<file path="src/rtl/game_switch_mux.sv">
// rtl/game_switch_mux.sv - console game arbiter: power-up blank, select, play, pause, game-over
// Routes the active core's RGB/score to the display and keeps a per-slot best score.
module game_switch_mux #(
  parameter int          NUM_GAMES   = 4,
  parameter int          COLOR_W     = 4,
  parameter int          SCORE_W     = 14,
  parameter int          WAIT_CYCLES = 1024,
  parameter logic [7:0]  PAUSE_KEY   = 8'h76,
  parameter logic [7:0]  RETURN_KEY  = 8'h5A,
  localparam int         AW          = (NUM_GAMES > 1) ? $clog2(NUM_GAMES) : 1,
  localparam int         CW          = 3 * COLOR_W
) (
  input  logic                         clk,
  input  logic                         rst,
  input  logic                         valid,
  input  logic [7:0]                   keyboard,
  input  logic [8*NUM_GAMES-1:0]       game_keys,
  input  logic [CW*NUM_GAMES-1:0]      rgb_game,
  input  logic [CW-1:0]                rgb_select,
  input  logic [CW-1:0]                rgb_death,
  input  logic [NUM_GAMES-1:0]         game_over,
  input  logic [SCORE_W*NUM_GAMES-1:0] score_game,
  output logic [COLOR_W-1:0]           red,
  output logic [COLOR_W-1:0]           green,
  output logic [COLOR_W-1:0]           blue,
  output logic [SCORE_W-1:0]           score,
  output logic [SCORE_W-1:0]           best_score,
  output logic [NUM_GAMES-1:0]         game_rst,
  output logic [NUM_GAMES-1:0]         game_freeze,
  output logic [AW-1:0]                active_game,
  output logic [2:0]                   state_out
);

  localparam int WCW = $clog2(WAIT_CYCLES + 1);
  localparam logic [WCW-1:0] WAIT_LAST = WCW'(WAIT_CYCLES - 1);

  typedef enum logic [2:0] {
    S_WAIT   = 3'd0,
    S_SELECT = 3'd1,
    S_PLAY   = 3'd2,
    S_PAUSE  = 3'd3,
    S_OVER   = 3'd4
  } state_t;

  state_t               r_state;
  logic [WCW-1:0]       r_wait_cnt;
  logic [COLOR_W-1:0]   r_red, r_green, r_blue;
  logic [SCORE_W-1:0]   r_score, r_best_score;
  logic [SCORE_W-1:0]   r_best [NUM_GAMES];
  logic [NUM_GAMES-1:0] r_game_rst, r_game_freeze;
  logic [AW-1:0]        r_active;

  logic [CW-1:0]        w_rgb_act;
  logic [SCORE_W-1:0]   w_score_act, w_best_act;
  logic                 w_over_act;
  logic                 w_hit;
  logic [AW-1:0]        w_hit_idx;
  logic [COLOR_W-1:0]   w_act_r, w_act_g, w_act_b;

  always_comb begin
    w_rgb_act   = rgb_game[CW-1:0];
    w_score_act = score_game[SCORE_W-1:0];
    w_best_act  = r_best[0];
    w_over_act  = game_over[0];
    for (int i = 0; i < NUM_GAMES; i++) begin
      if (AW'(i) == r_active) begin
        w_rgb_act   = rgb_game[CW*i +: CW];
        w_score_act = score_game[SCORE_W*i +: SCORE_W];
        w_best_act  = r_best[i];
        w_over_act  = game_over[i];
      end
    end
    // Scan from the top so the lowest matching slot wins on duplicate codes.
    w_hit     = 1'b0;
    w_hit_idx = '0;
    for (int i = NUM_GAMES - 1; i >= 0; i--) begin
      if (game_keys[8*i +: 8] == keyboard) begin
        w_hit     = 1'b1;
        w_hit_idx = AW'(i);
      end
    end
  end

  assign w_act_r = w_rgb_act[CW-1 -: COLOR_W];
  assign w_act_g = w_rgb_act[2*COLOR_W-1 -: COLOR_W];
  assign w_act_b = w_rgb_act[COLOR_W-1:0];

  always_ff @(posedge clk) begin
    if (!rst) begin
      r_state       <= S_WAIT;
      r_wait_cnt    <= '0;
      r_red         <= '0;
      r_green       <= '0;
      r_blue        <= '0;
      r_score       <= '0;
      r_best_score  <= '0;
      r_game_rst    <= '1;
      r_game_freeze <= '0;
      r_active      <= '0;
      for (int i = 0; i < NUM_GAMES; i++) r_best[i] <= '0;
    end else begin
      r_best_score <= w_best_act;
      case (r_state)
        S_WAIT: begin
          {r_red, r_green, r_blue} <= '0;
          r_wait_cnt <= r_wait_cnt + 1'b1;
          if (r_wait_cnt == WAIT_LAST) r_state <= S_SELECT;
        end
        S_SELECT: begin
          {r_red, r_green, r_blue} <= rgb_select;
          if (valid && w_hit) begin
            r_active              <= w_hit_idx;
            r_game_rst[w_hit_idx] <= 1'b0;
            r_score               <= '0;
            r_state               <= S_PLAY;
          end
        end
        S_PLAY: begin
          {r_red, r_green, r_blue} <= w_rgb_act;
          r_score <= w_score_act;
          // Game-over beats a pause request arriving on the same cycle.
          if (w_over_act) begin
            r_game_rst[r_active] <= 1'b1;
            r_state              <= S_OVER;
            if (w_score_act > w_best_act) begin
              r_best[r_active] <= w_score_act;
              r_best_score     <= w_score_act;
            end
          end else if (valid && keyboard == PAUSE_KEY) begin
            r_game_freeze[r_active] <= 1'b1;
            r_state                 <= S_PAUSE;
          end
        end
        S_PAUSE: begin
          r_red   <= w_act_r >> 1;
          r_green <= w_act_g >> 1;
          r_blue  <= w_act_b >> 1;
          if (valid && keyboard == PAUSE_KEY) begin
            r_game_freeze <= '0;
            r_state       <= S_PLAY;
          end else if (valid && keyboard == RETURN_KEY) begin
            r_game_rst[r_active] <= 1'b1;
            r_game_freeze        <= '0;
            r_state              <= S_SELECT;
          end
        end
        S_OVER: begin
          {r_red, r_green, r_blue} <= rgb_death;
          if (valid && keyboard == RETURN_KEY) r_state <= S_SELECT;
        end
        default: begin
          {r_red, r_green, r_blue} <= '0;
          r_state <= S_WAIT;
        end
      endcase
    end
  end

  assign red         = r_red;
  assign green       = r_green;
  assign blue        = r_blue;
  assign score       = r_score;
  assign best_score  = r_best_score;
  assign game_rst    = r_game_rst;
  assign game_freeze = r_game_freeze;
  assign active_game = r_active;
  assign state_out   = r_state;

endmodule

</file>
<file path="config.mk">
export PLATFORM = sky130hd
export DESIGN_NAME = game_switch_mux
export DESIGN_NICKNAME = d
export VERILOG_FILES = /design/src/rtl/game_switch_mux.sv
export SDC_FILE = /design/constraint.sdc
export NUM_CORES = 1
export LEC_CHECK = 0
export BUFFER_PORTS_ARGS = -buffer_cell sky130_fd_sc_hd__buf_2
export CAP_MARGIN = 25
export CORE_MARGIN = 3
export CORE_UTILIZATION = 57
export CTS_BUF_LIST = sky130_fd_sc_hd__clkbuf_8
export DETAILED_ROUTE_END_ITERATION = 8
export GPL_ROUTABILITY_DRIVEN = 0
export PLACE_DENSITY = 0.95
export RECOVER_POWER = 50
export SLEW_MARGIN = 20
export SYNTH_ARGS = -nofsm -noshare
export SYNTH_HDL_FRONTEND = slang
export SYNTH_SLANG_ARGS = --single-unit
</file>
<file path="constraint.sdc">
create_clock -name clk -period 6.4 [get_ports clk]
set_clock_uncertainty 0.15 [all_clocks]
set_input_delay 1.28 -clock clk [delete_from_list [all_inputs] [get_ports clk]]
set_output_delay 1.28 -clock clk [all_outputs]
set_load 0.005 [all_outputs]
</file>
# After elaboration in Yosys (flattened, before gate mapping)
# Memory sizes are Yosys's and may differ from the RTL's.
# Cells that the tools add are included.
totals:
  register_bits: 64
  ramBits: 56
  input_bits: 175
  output_inout_bits: 53
  elab_cells: 117
  mem_count: 1
memory_table:
  columns: ["memory", "words", "width", "rd", "rd_ports_with_merged_regs", "write_ports", "line", "rtl"]
  rows:
  - ["r_best", 4, 14, 4, 0, 4, "49", "logic [SCORE_W-1:0] r_best [NUM_GAMES];"]
classes:
  addsub: 1
  n_lt_le_gt_ge: 5
  eq_ne: 23
  n_mux: 58
  bitwise_logic: 4
  n_reduce_logical: 15
op_table:
  columns: ["cell", "n"]
  rows:
  - ["14-bit 2-to-1 mux", 11]
  - ["4-bit case mux with 4 select lines", 3]
  - ["12-bit 2-to-1 mux", 3]
  - ["8-bit == test", 4]
  - ["4-bit 2-to-1 mux", 8]
  - ["14-bit case mux with 2 select lines", 1]
  - ["3-bit 2-to-1 mux", 6]
  - ["8-bit by 7-bit == test with 1-bit output, second input constant", 2]
  - ["1-bit 2-to-1 mux", 16]
  - ["3-bit case mux with 5 select lines", 1]
  - ["14-bit > comparator", 1]
  - ["2-bit != test, second input constant", 7]
  - ["14-bit OR reduction", 1]
  - ["4-bit case mux with 3 select lines", 1]
  - ["11-bit by 1-bit adder with 11-bit output, second input constant", 1]
  - ["11-bit by 10-bit == test with 1-bit output, second input constant", 1]
  - ["2-bit 2-to-1 mux", 5]
  - ["4-bit OR", 2]
  - ["4-bit case mux with 2 select lines", 1]
  - ["3-bit by 2-bit == test with 1-bit output, second input constant", 2]
  - ["2-bit by 3-bit less-than comparator with 1-bit output, second input constant", 2]
  - ["3-bit != test, second input constant", 2]
  - ["1-bit logical AND", 5]
  - ["5-bit AND reduction", 1]
  - ["other kinds (14)", 19]

# Depth between registers and ports, before layout
# Gate-level depths: netlist of run 1.
logic_depth:
  ltp_word: 13
  depth_mapped: 17
  depth_no_buf: 11

# Worst setup path before layout of run 1
# OpenSTA, ideal clock, no wires.
synth_path:
  kind: "input port to flip-flop"
  startpoint: "input port score_game[19]"
  endpoint: "memory r_best[1][0] (enable)"
  setup_time_ps: 404
  t_arrival_ps: 3890
  required_time_ps: 5846
  path_slack_ps: 1956
  stages: 9
  path_buffers: 0
  path_cell_list: "mux2_2 o21ai_2 inv_1 ha_1 nand4_1 o221a_2 o221ai_1 nand2_1 o21ai_0"
synth_lines:
  columns: ["item", "line", "rtl"]
  rows:
  - ["start: declaration", "22", "input logic [SCORE_W*NUM_GAMES-1:0] score_game,"]
  - ["end: declaration", "49", null]

==> results of run 1 <==
[logic make-up after synthesis]
| logic type | after synthesis |
|---|---|
| buffers and inverters | 87 |
| adders and majority gates | 15 |
| muxes | 61 |
| AOI/OAI and AO/OA | 117 |
| xor gates and xnor gates | 42 |
| and+or+nand+nor | 236 |
| DFF | 120 |
[routing by layer]
| layer | share of wire [%] | up-vias | GRT usage [%] |
|---|---|---|---|
| met4 | 5.3 | 0 | 18.6 |
| met3 | 11 | 110 | 8.23 |
| met1 | 36 | 3083 | 39.4 |
| met2 | 47 | 527 | 50.8 |
| li1 | - | 2867 | - |
| met5 | 0 | - | 0 |
[power breakdown]
group	leakage [nW]	switching [mW]	internal (mW)	total, mW
Combinational	2.00	0.0951	0.0888	0.184
Sequential	1.09	0.00649	0.818	0.824
Clock	0.224	0.314	0.419	0.733
[synthesized netlist by cell type, types with 6 or more instances]
library cell	instances	area [sq um]
nand4_1	11	68.8
xnor2_1	31	272
nand3_1	8	40.0
buf_2	19	95.1
a21oi_1	25	125
buf_6	9	101
o22ai_2	10	125
dfxtp_1	64	1280
mux4_2	27	608
clkbuf_1	12	45.0
mux2_2	15	169
nand2b_1	7	43.8
a22oi_1	8	60.1
inv_1	31	116
xor2_1	6	52.6
o21ai_0	9	45.0
nand2_1	54	203
nor2_1	85	319
buf_4	9	67.6
a31oi_1	17	106
ha_1	15	188
edfxtp_1	56	1680
nor3_1	32	160
mux2i_1	19	190
o21ai_2	14	123
nor4_1	14	87.6
[stage by stage]
stage               setup slack (ns)  hold slack [ns]  util (%)  instance area (sq um)  power (mW)
detailed placement              1.51            0.315      68.8                   8060        1.02
global placement                1.66            0.297      68.7                   8050        1.01
global route                   0.845            0.357      71.7                   8400        1.78
finish                         0.924            0.339      71.7                   8400        1.74
floorplan                       1.96            0.304         -                   7000       0.937
CTS                             1.61            0.333      72.4                   8470        1.73
[area by class of cell]
cell class,instances,area [sq um],area share (%)
Clock buffer,17,234,2.79
Sequential cell,120,2970,35.3
Timing Repair Buffer,236,1150,13.7
Multi-Input combinational cell,471,3560,42.3
Clock inverter,15,183,2.18
Tap cell,143,179,2.13
Inverter,32,120,1.43
Antenna cell,4,10.0,0.119
[tightest hold or removal path, stage by stage, from the launching register on]
cell and delay, ns:
dfxtp_1 0.34, a31oi_1 0.05, nor2_1 0.07
[worst paths after layout]
check,startpoint,end,slack [ns],cells past startpoint
worst max-delay path,active_game[0],r_best[0][7],0.92,9
worst min-delay path,game_freeze[3],game_freeze[3],0.34,2
worst max register to register,active_game[0],r_best[0][7],0.92,9
worst min register to register,game_freeze[3],game_freeze[3],0.34,2
[sequential cells by signal, indices dropped and copies added, names as in the netlist]
| register | flops |
|---|---|
| blue | 4 |
| game_freeze | 4 |
| r_wait_cnt | 11 |
| score | 14 |
| game_rst | 4 |
| active_game | 2 |
| state_out | 3 |
| best_score | 14 |
| r_best | 56 |
| red | 4 |
| green | 4 |
[placed cells by master (no fill, tap or decap), types with 19 or more instances in the layout]
cell / netlist / routed
buf_2: 19 / 180
nand2_1: 54 / 54
inv_1: 31 / 34
mux2i_1: 19 / 19
clkbuf_1: 12 / 50
nor3_1: 32 / 33
a21oi_1: 25 / 25
edfxtp_1: 56 / 56
xnor2_1: 31 / 31
dfxtp_1: 64 / 63
nor2_1: 85 / 86
mux4_2: 27 / 27
==> key figures, run 1 <==
Outcome
  – Outcome: finished with violations
  – Failing checks: capacitance limit, slew limit

Clocking
  – TritonCTS clock tree: yes
  – Cts bufs inserted: 17
  – Clock Path Buffers: 2
  – Clock transition at the registers of the reported paths: around 0.070 ns
  – Root buffer cell: clkbuf_8
  – CTS Sinks: 120
  – Post-CTS resize count: 0
  – H-tree Lvls: 4
  – Post-CTS setup buffer count: 0
  – Clock Latency Late Sink: approximately 0.43 ns
  – CTS Hold Bufs: 0

Timing
  – Max-slew violations: 19
  – Relative slew slack: -91.5%
  – Total negative slack: 0 ns
  – Slew @ Worst Pin: approximately 2.8 ns
  – Final Setup Violations: 0
  – Final hold violation count: 0
  – Minimum clock period: between 5 and 6 ns
  – RSZ-0062 raised after global routing: no
  – Period Utilization, post-route: between 80% and 90%
  – Max Freq: about 0.18 GHz

Floorplan
  – I/O pins: around 230
  – Initial Util: about 60%
  – Die Y: between 100 and 150 um
  – Core footprint: roughly 12000 sq um
  – Row count: 39
  – Die Area: 13600 sq um
  – Die W: approximately 120 um

Global routing
  – Vias in the first global route: approximately 6400
  – Antenna violations before repair: 4
  – GRT overflow: 0
  – Total GRT Usage: a little under a third
  – Global-route wire length before repair: 33300 um
  – Largest net degree at the start of global routing: 60

Synth
  – Synth Register Bits: 120
  – Number of synthesized flops with an enable pin: 56
  – Average cell area after synthesis: 10.3 sq um
  – Sequential share of the synthesized area: between 40 and 50%
  – Asr flop ratio synth: 0%
  – Syn_nets: ~870
  – Post-Synth Adder-Cell Area: approximately 2.7%
  – Gate Count Post-Synth: just under 700
  – Post-synthesis compound-gate area fraction: between 10% and 20%
  – Post-Synthesis Cell Area: 7000 sq um
  – Simple-Gate Fraction of Synth Area: roughly 16%
  – Synth warnings: 0
  – Synth unique cells: 63
  – Largest family of logic cells by synthesized area: simple AND/OR/NAND/NOR gates
  – Mux contribution to synthesized area: between 10% and 20%
  – Primary FF master, synth: dfxtp_1
  – Xor/xnor share of the synthesized area: 5.79%

Critical path
  – Critical Path RT: approximately 6.3 ns
  – Crit. End Element: register
  – Family with the most delay on the worst path: compound AO/OA/AOI/OAI gates
  – CP Cell Sequence: mux2_2 > o21ai_0 > inv_1 > ha_1 > nand4_1 > or2_0 > o221ai_1 > and2_1 > a21o_1
  – CP bufs+invs: 1
  – Crit path largest cell delay: 0.93 ns
  – Setup crit start kind: register
  – Critical path's slowest cell: dfxtp_4
  – Critical path class: register to register
  – Crit path max fanout: 59
  – Crit path DAT: between 5 and 6 ns

Final layout
  – Area delta synth->final: 19.9%
  – Fill cells: just under 800
  – Final non-filler cell total: ~1000
  – Layout cell share with drive strength beyond 1: 34.0%
  – Final nets: ~1100

Routing
  – # DRC: 0
  – Routed via count: around 6600
  – Final ANT Viol Nets: 0
  – Number of DRC markers in iteration 0: 1058
  – Final wirelength: approximately 22000 um
  – Mean routed wirelength per cell: between 20 and 25 um
  – Initial DRT Pass Iterations: 8
  – Via-to-Cell Ratio: 6.35

Placement
  – Placed insts: roughly 1000
  – HPWL after DPL: about 16000 um
  – Port Buffers: 227

Power
  – Max rail drop VDD: roughly 0.12 mV
  – PD cells: roughly 210 nW/um^2
  – LEAKAGE: between 3 and 4 nW

Min path
  – Hold Crit Class: register to register

Job
  – Max_cap viols: 1
(Power assumes the default switching activity.)
==> run 2, diff against run 1 <==
- CORE_MARGIN: 3 -> unset
==> key figures, run 2 (synthesis results as in run 1) <==
Outcome
  – Outcome: complete, no violations

Clocking
  – CTS Hold Bufs: 0
  – H-tree Lvls: 4
  – TritonCTS clock tree: yes
  – Clock Latency Late Sink: roughly 0.45 ns
  – Cts bufs inserted: 17
  – CTS Sinks: between 100 and 150
  – Post-CTS setup buffer count: 0
  – Clock transition at the registers of the reported paths: ~0.080 ns
  – Root buffer cell: clkbuf_8
  – Clock Path Buffers: 2
  – Post-CTS resize count: 0

Critical path
  – Setup crit start kind: register
  – Crit path DAT: between 5 and 6 ns
  – CP Cell Sequence: buf_16 > mux2_2 > o21ai_0 > inv_1 > ha_1 > nand4_1 > o221a_2 > o221ai_1 > nand2_1 > o21ai_0 > buf_4
  – CP bufs+invs: 3
  – Critical path's slowest cell: o21ai_0
  – Crit. End Element: register
  – Family with the most delay on the worst path: compound AO/OA/AOI/OAI gates
  – Critical path startpoint: active_game[0]
  – Critical path class: register to register
  – RR Endpoint: r_best[2][12]
  – Reg-to-reg startpoint: active_game[0]
  – Most frequent CP cell: o21ai_0
  – Crit path largest cell delay: 0.96 ns
  – R2r worst-path depth: 11
  – End of the critical path: r_best[2][12]
  – Critical Path RT: roughly 6.4 ns
  – Crit path max fanout: 38
  – Worst reg2reg setup slack: roughly 1.1 ns
  – Crit. path cell count: 11

Power
  – Total design power: 1.66 mW
  – LEAKAGE: about 3.4 nW
  – Clk pwr share: around two fifths
  – Psw: 0.434 mW
  – Sequential Power Share: between 40% and 50%
  – Sw Share: between 20% and 30%
  – PD cells: 197 nW/um^2
  – Max rail drop VDD: roughly 0.11 mV
  – Int Power: approximately 1.2 mW
  – Comb pwr share: 10.8%

Final layout
  – Commonest non-fill, non-tap cell in the layout: buf_2
  – Area delta synth->final: 19.9%
  – Max reg flops: between 50 and 60
  – Most frequent cells in the layout: buf_2 (198), nor2_1 (85), dfxtp_1 (62)
  – ANT cells: 0
  – Multi-input gate area: 3560 sq um
  – Fill cells: 850
  – Biggest register: r_best
  – Layout cell share with drive strength beyond 1: between 30% and 40%
  – Register Area: 2970 sq um
  – Final nets: around 1100

Floorplan
  – I/O pins: ~230
  – Core footprint: approximately 12000 sq um
  – Die Y: roughly 110 um
  – Initial Util: between 50% and 60%
  – Die Area: ~13000 sq um
  – Row count: 40
  – Die W: around 110 um

Global routing
  – Vias in the first global route: approximately 6200
  – Largest net degree at the start of global routing: 77
  – Met3 Track Usage GR: under 10%
  – Global-route met1 utilization: 37.7%
  – Antenna violations before repair: 0
  – Met2 Usage GRT: roughly 52%
  – Global-route wire length before repair: slightly below 30000 um
  – Global route hottest layer: met2
  – GRT overflow: 0
  – Total GRT Usage: just over 30%

Timing
  – Final Setup Violations: 0
  – Relative slew slack: 11.4%
  – RSZ-0062 raised after global routing: no
  – Period Utilization, post-route: 83.2%
  – Max-slew violations: 0
  – Max Freq: roughly 0.19 GHz
  – Final hold violation count: 0
  – Minimum clock period: roughly 5.3 ns
  – Slew @ Worst Pin: 1.33 ns
  – Total negative slack: 0 ns

Routing
  – Initial DRT Pass Iterations: 5
  – # DRC: 0
  – Via-to-Cell Ratio: around 6.0
  – Number of DRC markers in iteration 0: 601
  – Routed via count: around 6300
  – Final ANT Viol Nets: 0
  – Final wirelength: roughly 19000 um
  – Mean routed wirelength per cell: 18.4 um

Placement
  – Port Buffers: 227
  – HPWL after DPL: 13200 um

Min path
  – Hold Crit Class: register to register

Job
  – Max_cap viols: 0
==> run 2: cell types whose count changed in the layout (fill, tap and decap cells not counted), moves of 2 or more <==
cell | before | now
buf_2 | 180 | 198
bufinv_16 | 4 | 1
clkbuf_1 | 50 | 29
clkinv_2 | 3 | 1
diode_2 | 4 | 0
inv_1 | 34 | 32
inv_6 | 0 | 6
==> run 2: per-layer routing <==
layer	vias up	wire length [um]
met2	402	9330
met1	2931	7430
met5	-	0
li1	2855	-
met4	0	637
met3	62	1670
==> run 2: layout make-up <==
class / count / area share [%]
flip-flops and latches: 120 / 35.4
clock inverters: 15 / 1.65
well taps: 147 / 2.19
multi-input cells: 471 / 42.4
clock buffers: 17 / 2.79
inverters: 32 / 1.43
repair buffers: 235 / 14.1
==> run 2: how the worst min path moves through the flow <==
stage,to,from,cells past startpoint
floorplan,r_wait_cnt[1],r_wait_cnt[1],2
global placement,game_freeze[3],game_freeze[3],2
detailed placement,game_freeze[2],game_freeze[2],2
CTS,game_freeze[2],game_freeze[2],2
global route,game_rst[0],game_rst[0],1
finish,game_freeze[2],game_freeze[2],2
==> run 2: worst register-to-register path: stages, from the launching register on <==
cell      delay [ns]
dfxtp_4         0.67
buf_16          0.31
mux2_2          0.37
o21ai_0         0.80
inv_1           0.13
ha_1            0.38
nand4_1         0.14
o221a_2         0.32
o221ai_1        0.26
nand2_1         0.17
o21ai_0         0.96
buf_4           0.35
==> run 2: through the flow <==
step           hold WS (ns)  worst slack (ns)  std cells  cell area, sq um  utilization (%)
2_1_floorplan         0.304              1.96        678              7000                -
3_3_place_gp          0.298              1.65       1002              8040             66.9
3_5_place_dp          0.313              1.48       1003              8050             67.0
4_1_cts               0.331              1.52       1035              8420             70.1
5_1_grt               0.362             0.798       1037              8400             69.9
6_report              0.327              1.08       1037              8400             69.9
==> run 2: power by group through the flow <==
stage	clock [mW]	sequential, mW	combinational [mW]
floorplan	0	0.839	0.0975
global placement	0	0.839	0.169
detailed placement	0	0.840	0.176
CTS	0.656	0.823	0.177
global route	0.694	0.824	0.194
finish	0.654	0.823	0.179
